--- src/rtl/mem_access_stage_if.sv ---
// Handshake and bus bundle of the memory-access stage: EX issue, data-memory port, WB result.
// The stage binds to the slave modport; the surrounding pipeline/memory binds to master.
interface mem_access_stage_if #(
  parameter int unsigned XLEN   = 64,
  parameter int unsigned ADDR_W = 64
);
  localparam int unsigned STRB_W = XLEN / 8;

  logic              ex_valid;
  logic              ex_ready;
  logic [1:0]        ex_mem_op;
  logic [2:0]        ex_funct3;
  logic [XLEN-1:0]   ex_result;
  logic [XLEN-1:0]   ex_store_data;
  logic              ex_w_ena;
  logic [4:0]        ex_w_addr;

  logic              mem_req;
  logic              mem_we;
  logic [ADDR_W-1:0] mem_addr;
  logic [XLEN-1:0]   mem_wdata;
  logic [STRB_W-1:0] mem_wmask;
  logic              mem_gnt;
  logic              mem_rvalid;
  logic [XLEN-1:0]   mem_rdata;

  logic              wb_valid;
  logic              wb_ready;
  logic [XLEN-1:0]   wb_data;
  logic              wb_w_ena;
  logic [4:0]        wb_w_addr;
  logic              wb_misalign;

  modport master (
    output ex_valid, ex_mem_op, ex_funct3, ex_result, ex_store_data, ex_w_ena, ex_w_addr,
    input  ex_ready,
    input  mem_req, mem_we, mem_addr, mem_wdata, mem_wmask,
    output mem_gnt, mem_rvalid, mem_rdata,
    input  wb_valid, wb_data, wb_w_ena, wb_w_addr, wb_misalign,
    output wb_ready
  );

  modport slave (
    input  ex_valid, ex_mem_op, ex_funct3, ex_result, ex_store_data, ex_w_ena, ex_w_addr,
    output ex_ready,
    output mem_req, mem_we, mem_addr, mem_wdata, mem_wmask,
    input  mem_gnt, mem_rvalid, mem_rdata,
    output wb_valid, wb_data, wb_w_ena, wb_w_addr, wb_misalign,
    input  wb_ready
  );
endinterface

--- src/rtl/mem_access_stage.sv ---
// RISC-V memory-access pipeline stage: lane-aligned loads/stores over req/gnt/rvalid, pass-through otherwise.
// Optional misaligned-access trap enabled by defining MEM_MISALIGN_CHK_EN.
module mem_access_stage #(
  parameter int unsigned XLEN   = 64,
  parameter int unsigned ADDR_W = 64
) (
  input  logic              clk,
  input  logic              rst,
  mem_access_stage_if.slave bus
);
  localparam int unsigned STRB_W = XLEN / 8;
  localparam int unsigned OFF_W  = $clog2(STRB_W);

  typedef enum logic [1:0] {S_IDLE, S_REQ, S_WAIT} state_e;

  state_e            state_q;
  logic              mem_req_q, mem_we_q;
  logic [ADDR_W-1:0] mem_addr_q;
  logic [XLEN-1:0]   mem_wdata_q;
  logic [STRB_W-1:0] mem_wmask_q;
  logic [2:0]        funct3_q;
  logic              w_ena_q;
  logic [4:0]        w_addr_q;
  logic              wb_valid_q, wb_w_ena_q, wb_misalign_q;
  logic [XLEN-1:0]   wb_data_q;
  logic [4:0]        wb_w_addr_q;

  logic              ex_ready_c, accept_c, is_mem_c, misalign_c;
  logic [2:0]        funct3_c;
  logic [OFF_W-1:0]  off_c, rd_off_c;
  logic [7:0]        size_mask_c;
  logic [STRB_W-1:0] wmask_c;
  logic [XLEN-1:0]   wdata_c, rd_shift_c, rd_ext_c;

  assign ex_ready_c = (state_q == S_IDLE) && (!wb_valid_q || bus.wb_ready);
  assign accept_c   = bus.ex_valid && ex_ready_c;
  assign is_mem_c   = (bus.ex_mem_op == 2'b01) || (bus.ex_mem_op == 2'b10);
  assign off_c      = bus.ex_result[OFF_W-1:0];

  // Doubleword sizes collapse to word on a 32-bit datapath.
  always_comb begin
    funct3_c = bus.ex_funct3;
    if (XLEN == 32 && (bus.ex_funct3 == 3'b011 || bus.ex_funct3 == 3'b110)) funct3_c = 3'b010;
  end

  always_comb begin
    size_mask_c = 8'hFF;
    case (funct3_c[1:0])
      2'b00:   size_mask_c = 8'h01;
      2'b01:   size_mask_c = 8'h03;
      2'b10:   size_mask_c = 8'h0F;
      default: size_mask_c = 8'hFF;
    endcase
  end

  // Lanes shifted past the top of the word are simply dropped by truncation.
  assign wmask_c = STRB_W'(16'(size_mask_c) << off_c);
  assign wdata_c = bus.ex_store_data << {off_c, 3'b000};

`ifdef MEM_MISALIGN_CHK_EN
  logic [2:0] off3_c;
  assign off3_c = 3'(off_c);
  always_comb begin
    misalign_c = 1'b0;
    case (funct3_c[1:0])
      2'b01:   misalign_c = off3_c[0];
      2'b10:   misalign_c = (off3_c[1:0] != 2'b00);
      2'b11:   misalign_c = (off3_c != 3'b000);
      default: misalign_c = 1'b0;
    endcase
    misalign_c = misalign_c && is_mem_c;
  end
`else
  assign misalign_c = 1'b0;
`endif

  assign rd_off_c   = mem_addr_q[OFF_W-1:0];
  assign rd_shift_c = bus.mem_rdata >> {rd_off_c, 3'b000};

  always_comb begin
    rd_ext_c = rd_shift_c;
    case (funct3_q)
      3'b000:  rd_ext_c = XLEN'($signed(rd_shift_c[7:0]));
      3'b001:  rd_ext_c = XLEN'($signed(rd_shift_c[15:0]));
      3'b010:  rd_ext_c = XLEN'($signed(rd_shift_c[31:0]));
      3'b100:  rd_ext_c = XLEN'(rd_shift_c[7:0]);
      3'b101:  rd_ext_c = XLEN'(rd_shift_c[15:0]);
      3'b110:  rd_ext_c = XLEN'(rd_shift_c[31:0]);
      default: rd_ext_c = rd_shift_c;
    endcase
  end

  // Stage control and all registered outputs.
  always_ff @(posedge clk) begin
    if (rst) begin
      state_q       <= S_IDLE;
      mem_req_q     <= 1'b0;
      mem_we_q      <= 1'b0;
      mem_addr_q    <= '0;
      mem_wdata_q   <= '0;
      mem_wmask_q   <= '0;
      funct3_q      <= '0;
      w_ena_q       <= 1'b0;
      w_addr_q      <= '0;
      wb_valid_q    <= 1'b0;
      wb_data_q     <= '0;
      wb_w_ena_q    <= 1'b0;
      wb_w_addr_q   <= '0;
      wb_misalign_q <= 1'b0;
    end else begin
      if (wb_valid_q && bus.wb_ready) wb_valid_q <= 1'b0;
      case (state_q)
        S_IDLE: begin
          if (accept_c) begin
            if (is_mem_c && !misalign_c) begin
              state_q     <= S_REQ;
              mem_req_q   <= 1'b1;
              mem_we_q    <= bus.ex_mem_op[1];
              mem_addr_q  <= ADDR_W'(bus.ex_result);
              mem_wdata_q <= wdata_c;
              mem_wmask_q <= wmask_c;
              funct3_q    <= funct3_c;
              w_ena_q     <= bus.ex_w_ena;
              w_addr_q    <= bus.ex_w_addr;
            end else begin
              wb_valid_q    <= 1'b1;
              wb_data_q     <= bus.ex_result;
              wb_w_ena_q    <= bus.ex_w_ena && !misalign_c;
              wb_w_addr_q   <= bus.ex_w_addr;
              wb_misalign_q <= misalign_c;
            end
          end
        end
        S_REQ: begin
          if (bus.mem_gnt) begin
            mem_req_q <= 1'b0;
            if (mem_we_q) begin
              state_q       <= S_IDLE;
              wb_valid_q    <= 1'b1;
              wb_data_q     <= '0;
              wb_w_ena_q    <= 1'b0;
              wb_w_addr_q   <= w_addr_q;
              wb_misalign_q <= 1'b0;
            end else begin
              state_q <= S_WAIT;
            end
          end
        end
        S_WAIT: begin
          if (bus.mem_rvalid) begin
            state_q       <= S_IDLE;
            wb_valid_q    <= 1'b1;
            wb_data_q     <= rd_ext_c;
            wb_w_ena_q    <= w_ena_q;
            wb_w_addr_q   <= w_addr_q;
            wb_misalign_q <= 1'b0;
          end
        end
        default: state_q <= S_IDLE;
      endcase
    end
  end

  assign bus.ex_ready    = ex_ready_c;
  assign bus.mem_req     = mem_req_q;
  assign bus.mem_we      = mem_we_q;
  assign bus.mem_addr    = mem_addr_q;
  assign bus.mem_wdata   = mem_wdata_q;
  assign bus.mem_wmask   = mem_wmask_q;
  assign bus.wb_valid    = wb_valid_q;
  assign bus.wb_data     = wb_data_q;
  assign bus.wb_w_ena    = wb_w_ena_q;
  assign bus.wb_w_addr   = wb_w_addr_q;
  assign bus.wb_misalign = wb_misalign_q;
endmodule

--- src/flat_wrapper.sv ---
// flat-port wrapper written by rule: the top's interface ports become plain ports
module mem_access_stage_flat 
#(
  parameter int unsigned XLEN   = 64,
  parameter int unsigned ADDR_W = 64
)
  (clk, rst, bus_ex_valid, bus_ex_mem_op, bus_ex_funct3, bus_ex_result, bus_ex_store_data, bus_ex_w_ena, bus_ex_w_addr, bus_ex_ready, bus_mem_req, bus_mem_we, bus_mem_addr, bus_mem_wdata, bus_mem_wmask, bus_mem_gnt, bus_mem_rvalid, bus_mem_rdata, bus_wb_valid, bus_wb_data, bus_wb_w_ena, bus_wb_w_addr, bus_wb_misalign, bus_wb_ready);
  mem_access_stage_if #(.XLEN(XLEN), .ADDR_W(ADDR_W)) bus_i ();
  input  logic clk;
  input  logic rst;
  input wire logic [$bits(bus_i.ex_valid)-1:0] bus_ex_valid;
  input wire logic [$bits(bus_i.ex_mem_op)-1:0] bus_ex_mem_op;
  input wire logic [$bits(bus_i.ex_funct3)-1:0] bus_ex_funct3;
  input wire logic [$bits(bus_i.ex_result)-1:0] bus_ex_result;
  input wire logic [$bits(bus_i.ex_store_data)-1:0] bus_ex_store_data;
  input wire logic [$bits(bus_i.ex_w_ena)-1:0] bus_ex_w_ena;
  input wire logic [$bits(bus_i.ex_w_addr)-1:0] bus_ex_w_addr;
  output wire logic [$bits(bus_i.ex_ready)-1:0] bus_ex_ready;
  output wire logic [$bits(bus_i.mem_req)-1:0] bus_mem_req;
  output wire logic [$bits(bus_i.mem_we)-1:0] bus_mem_we;
  output wire logic [$bits(bus_i.mem_addr)-1:0] bus_mem_addr;
  output wire logic [$bits(bus_i.mem_wdata)-1:0] bus_mem_wdata;
  output wire logic [$bits(bus_i.mem_wmask)-1:0] bus_mem_wmask;
  input wire logic [$bits(bus_i.mem_gnt)-1:0] bus_mem_gnt;
  input wire logic [$bits(bus_i.mem_rvalid)-1:0] bus_mem_rvalid;
  input wire logic [$bits(bus_i.mem_rdata)-1:0] bus_mem_rdata;
  output wire logic [$bits(bus_i.wb_valid)-1:0] bus_wb_valid;
  output wire logic [$bits(bus_i.wb_data)-1:0] bus_wb_data;
  output wire logic [$bits(bus_i.wb_w_ena)-1:0] bus_wb_w_ena;
  output wire logic [$bits(bus_i.wb_w_addr)-1:0] bus_wb_w_addr;
  output wire logic [$bits(bus_i.wb_misalign)-1:0] bus_wb_misalign;
  input wire logic [$bits(bus_i.wb_ready)-1:0] bus_wb_ready;
  assign bus_i.ex_valid = bus_ex_valid;
  assign bus_i.ex_mem_op = bus_ex_mem_op;
  assign bus_i.ex_funct3 = bus_ex_funct3;
  assign bus_i.ex_result = bus_ex_result;
  assign bus_i.ex_store_data = bus_ex_store_data;
  assign bus_i.ex_w_ena = bus_ex_w_ena;
  assign bus_i.ex_w_addr = bus_ex_w_addr;
  assign bus_ex_ready = bus_i.ex_ready;
  assign bus_mem_req = bus_i.mem_req;
  assign bus_mem_we = bus_i.mem_we;
  assign bus_mem_addr = bus_i.mem_addr;
  assign bus_mem_wdata = bus_i.mem_wdata;
  assign bus_mem_wmask = bus_i.mem_wmask;
  assign bus_i.mem_gnt = bus_mem_gnt;
  assign bus_i.mem_rvalid = bus_mem_rvalid;
  assign bus_i.mem_rdata = bus_mem_rdata;
  assign bus_wb_valid = bus_i.wb_valid;
  assign bus_wb_data = bus_i.wb_data;
  assign bus_wb_w_ena = bus_i.wb_w_ena;
  assign bus_wb_w_addr = bus_i.wb_w_addr;
  assign bus_wb_misalign = bus_i.wb_misalign;
  assign bus_i.wb_ready = bus_wb_ready;
  mem_access_stage #(.XLEN(XLEN), .ADDR_W(ADDR_W)) u_core (.clk(clk), .rst(rst), .bus(bus_i));
endmodule
--- config.mk ---
export PLATFORM = sky130hd
export DESIGN_NAME = mem_access_stage_flat
export DESIGN_NICKNAME = d
export VERILOG_FILES = /design/src/rtl/mem_access_stage_if.sv /design/src/rtl/mem_access_stage.sv /design/src/flat_wrapper.sv
export SDC_FILE = /design/constraint.sdc
export NUM_CORES = 1
export LEC_CHECK = 0
export CAP_MARGIN = 20
export CELL_PAD_IN_SITES_DETAIL_PLACEMENT = 1
export CELL_PAD_IN_SITES_GLOBAL_PLACEMENT = 1
export CORE_MARGIN = 5
export CORE_UTILIZATION = 30
export CTS_BUF_LIST = sky130_fd_sc_hd__clkbuf_8
export DETAILED_ROUTE_END_ITERATION = 8
export PLACE_DENSITY_LB_ADDON = 0.25
export SLEW_MARGIN = 10
export SYNTH_ARGS = -nofsm -noshare
export SYNTH_HDL_FRONTEND = slang
export SYNTH_SLANG_ARGS = --single-unit
--- constraint.sdc ---
create_clock -name clk -period 3 [get_ports clk]
set_input_delay 0.45 -clock clk [delete_from_list [all_inputs] [get_ports clk]]
set_output_delay 0.45 -clock clk [all_outputs]
set_load 0.02 [all_outputs]
==> flow_summary.json <==
{
  "final_util": 0.4368,
  "synthFlopType": "dfxtp_1",
  "ys_top_cells_by_area": "dfxtp_1 (35%), mux2i_1 (11%), nand2_1 (7.7%)",
  "regArea_mm2": 0.004410,
  "max_freq_mhz": 377.9,
  "final_antenna_net_count": 0,
  "clock_latency_ns": 0.62,
  "cts_tree": "yes",
  "avgRoutedWirePerCell_um": 23.38,
  "area_growth_pct": 45.12,
  "max_cap_violations": 0,
  "grt_max_degree": 98,
  "yosys_warnings": 0,
  "grtUsageTotal": 0.2371,
  "firstDrtPassIters": 5,
  "vias_per_cell": 5.335,
  "outcome": "finished, final reports clean",
  "cts_hold_buf": 0,
  "final.setup.worst_slack_ns": 0.3541,
  "hold_class": "in2reg",
  "end_kind": "output port",
  "finalHoldViolCount": 0,
  "final.setup.tns_ns": 0,
  "p_leak_uw": 0.006530,
  "multi_input_comb_area_mm2": 0.007463,
  "antenna_found_initial": 10,
  "ys_async_sr_fraction": 0,
  "critPathLaunchType": "register",
  "power_density_mw_per_mm2": 543.7,
  "finalSetupViolCount": 0,
  "fin_crit_sh": 0.8820,
  "numCtsBuffers": 44,
  "cts_htree_levels": 2,
  "n_fill_cell": 4882,
  "first_iter_violations": 808,
  "clockBufferDepth": 3,
  "rows": 75,
  "netlist_area_mm2": 0.01254,
  "synth_nets": 1701,
  "gp_congestion": 0.8754,
  "rsz0062_at_grt": "no",
  "ys_ff_latch": 220,
  "required_ns": 2.55,
  "routed_wl_um": 57160,
  "final-max-slew-violation-count": 0,
  "dieArea_mm2": 0.04599,
  "final_common_cell": "clkdlybuf4s50_1",
  "slew_headroom": 0.4553,
  "worst_clock_skew_ns": 0.02915,
  "start_util": 0.3010,
  "portBuffers": 418,
  "grt_overflow": 0,
  "cts.sink_count": 220,
  "grt_pass1_wl_um": 85940,
  "pre_cts_ws_ns": 0.2197,
  "layout_common_cells": "clkdlybuf4s50_1 (414), nand2_1 (256), dfxtp_1 (217)",
  "hpwl_um": 43610,
  "arrival_ns": 2.20,
  "grt_pass1_vias": 13500,
  "syn_avg_cell_area_um2": 8.428,
  "yosys.area.top_type": "dfxtp_1",
  "total_power_uw": 9895,
  "worst_slew_pin_slew_ns": 0.8161,
  "root_buffer": "clkbuf_8",
  "clk_pin_slew_ns": 0.06,
  "coreArea_mm2": 0.04167,
  "ys_types": 70,
  "io_pins": 420,
  "layout.nets": 2076,
  "via_count": 13040,
  "period_needed_ns": 2.646,
  "postCtsResizedCells": 0,
  "drive_gt1_frac": 0.1208,
  "die_h_um": 214.5,
  "critPathKind": "reg2out",
  "drc": 0,
  "synth_edf_count": 0,
  "critPathMaxFanout": 37,
  "ys_seq_area_frac": 0.3512,
  "dieWidth_um": 214.5,
  "post-cts-setup-buffers": 0,
  "synth_top_area_share": 0.3512,
  "synthCells": 1488,
  "ir_worst_vdd_v": 0.0003000
}
-- cells by family after synthesis --
kind of cell,after synthesis,synth area share
adders and majority gates,4,0.003991
xor gates and xnor gates,1,0.0006985
muxes,193,0.1773
and+or+nand+nor,484,0.1716
AOI/OAI and AO/OA,429,0.2399
DFF,220,0.3512
buffers and inverters,156,0.05507
other,1,0.0002990
-- stage by stage --
stage | area (µm²) | std cells | hold WS, ns
floorplan | 12540 | 1488 | 0.4360
global placement | 17300 | 2356 | 0.4405
detailed placement | 17300 | 2356 | 0.4459
CTS | 18170 | 2435 | 0.3381
global route | 18200 | 2445 | 0.3698
finish | 18200 | 2445 | 0.3835
-- final timing paths --
path                                               from  depth (start not counted)                                     to  slack [ns]
setup / recovery    u_core.bus.mem_addr[1]$_SDFFE_PP0P_                          2                        bus_mem_addr[1]        0.35
hold / removal                         bus_ex_result[0]                          4   u_core.bus.mem_wmask[4]$_SDFFE_PP0P_        0.38
setup reg to reg    u_core.bus.mem_addr[1]$_SDFFE_PP0P_                          6     u_core.bus.wb_data[9]$_SDFFE_PP0P_        0.44
hold reg to reg   u_core.bus.mem_wdata[27]$_SDFFE_PP0P_                          2  u_core.bus.mem_wdata[27]$_SDFFE_PP0P_        0.45
-- flip-flops by register name, summed over array words and instances, names as in the netlist, 2 cells and up --
| register | count |
|---|---|
| u_core.bus.mem_addr | 64 |
| u_core.bus.mem_wdata | 64 |
| u_core.bus.wb_data | 64 |
| u_core.bus.mem_wmask | 8 |
| u_core.bus.wb_w_addr | 5 |
| u_core.w_addr_q | 5 |
| u_core.funct3_q | 3 |
| u_core.state_q | 2 |
-- synth_stat cells, types with 9 or more instances --
master,n
o22ai_2,10
nand2b_1,9
mux2_2,34
a32oi_1,9
o21ai_0,34
mux2i_1,137
o22ai_1,19
mux4_2,19
nand2_1,256
buf_1,12
nor3_1,26
clkbuf_1,97
a22oi_1,25
a21oi_1,179
inv_1,9
a211oi_1,48
nor2_1,107
a2111oi_0,14
a311oi_1,10
nand3_1,14
dfxtp_1,220
nor2b_1,51
buf_2,21
a221oi_1,16
a211oi_2,9
-- final cells by class --
| class | instances | share of cell area |
|---|---|---|
| Antenna cell | 10 | 0.001375 |
| Clock buffer | 56 | 0.04235 |
| Clock inverter | 23 | 0.005500 |
| Inverter | 13 | 0.002681 |
| Multi-Input combinational cell | 1112 | 0.4101 |
| Sequential cell | 220 | 0.2424 |
| Tap cell | 539 | 0.03706 |
| Timing Repair Buffer | 472 | 0.2586 |
-- critical path, cell delays in order (launching register included) --
cell and delay (ns):
dfxtp_4 0.61, buf_12 0.30, clkdlybuf4s50_1 0.66
-- routing by layer --
metal  vias up  track usage  part of all wire
li1       6163            -                 -
met1      6395       0.3096              0.44
met2       406       0.3784              0.47
met3        79      0.06325             0.067
met4         0      0.08589             0.027
met5         -            0                 0
-- where the power goes --
group	switching (µW)	internal, µW	total [µW]	leakage (µW)
Clock	1420	1670	3090	0.000508
Combinational	1900	1490	3390	0.00422
Sequential	191	3220	3420	0.00180
Note: power is estimated with default switching activity, not from simulation.
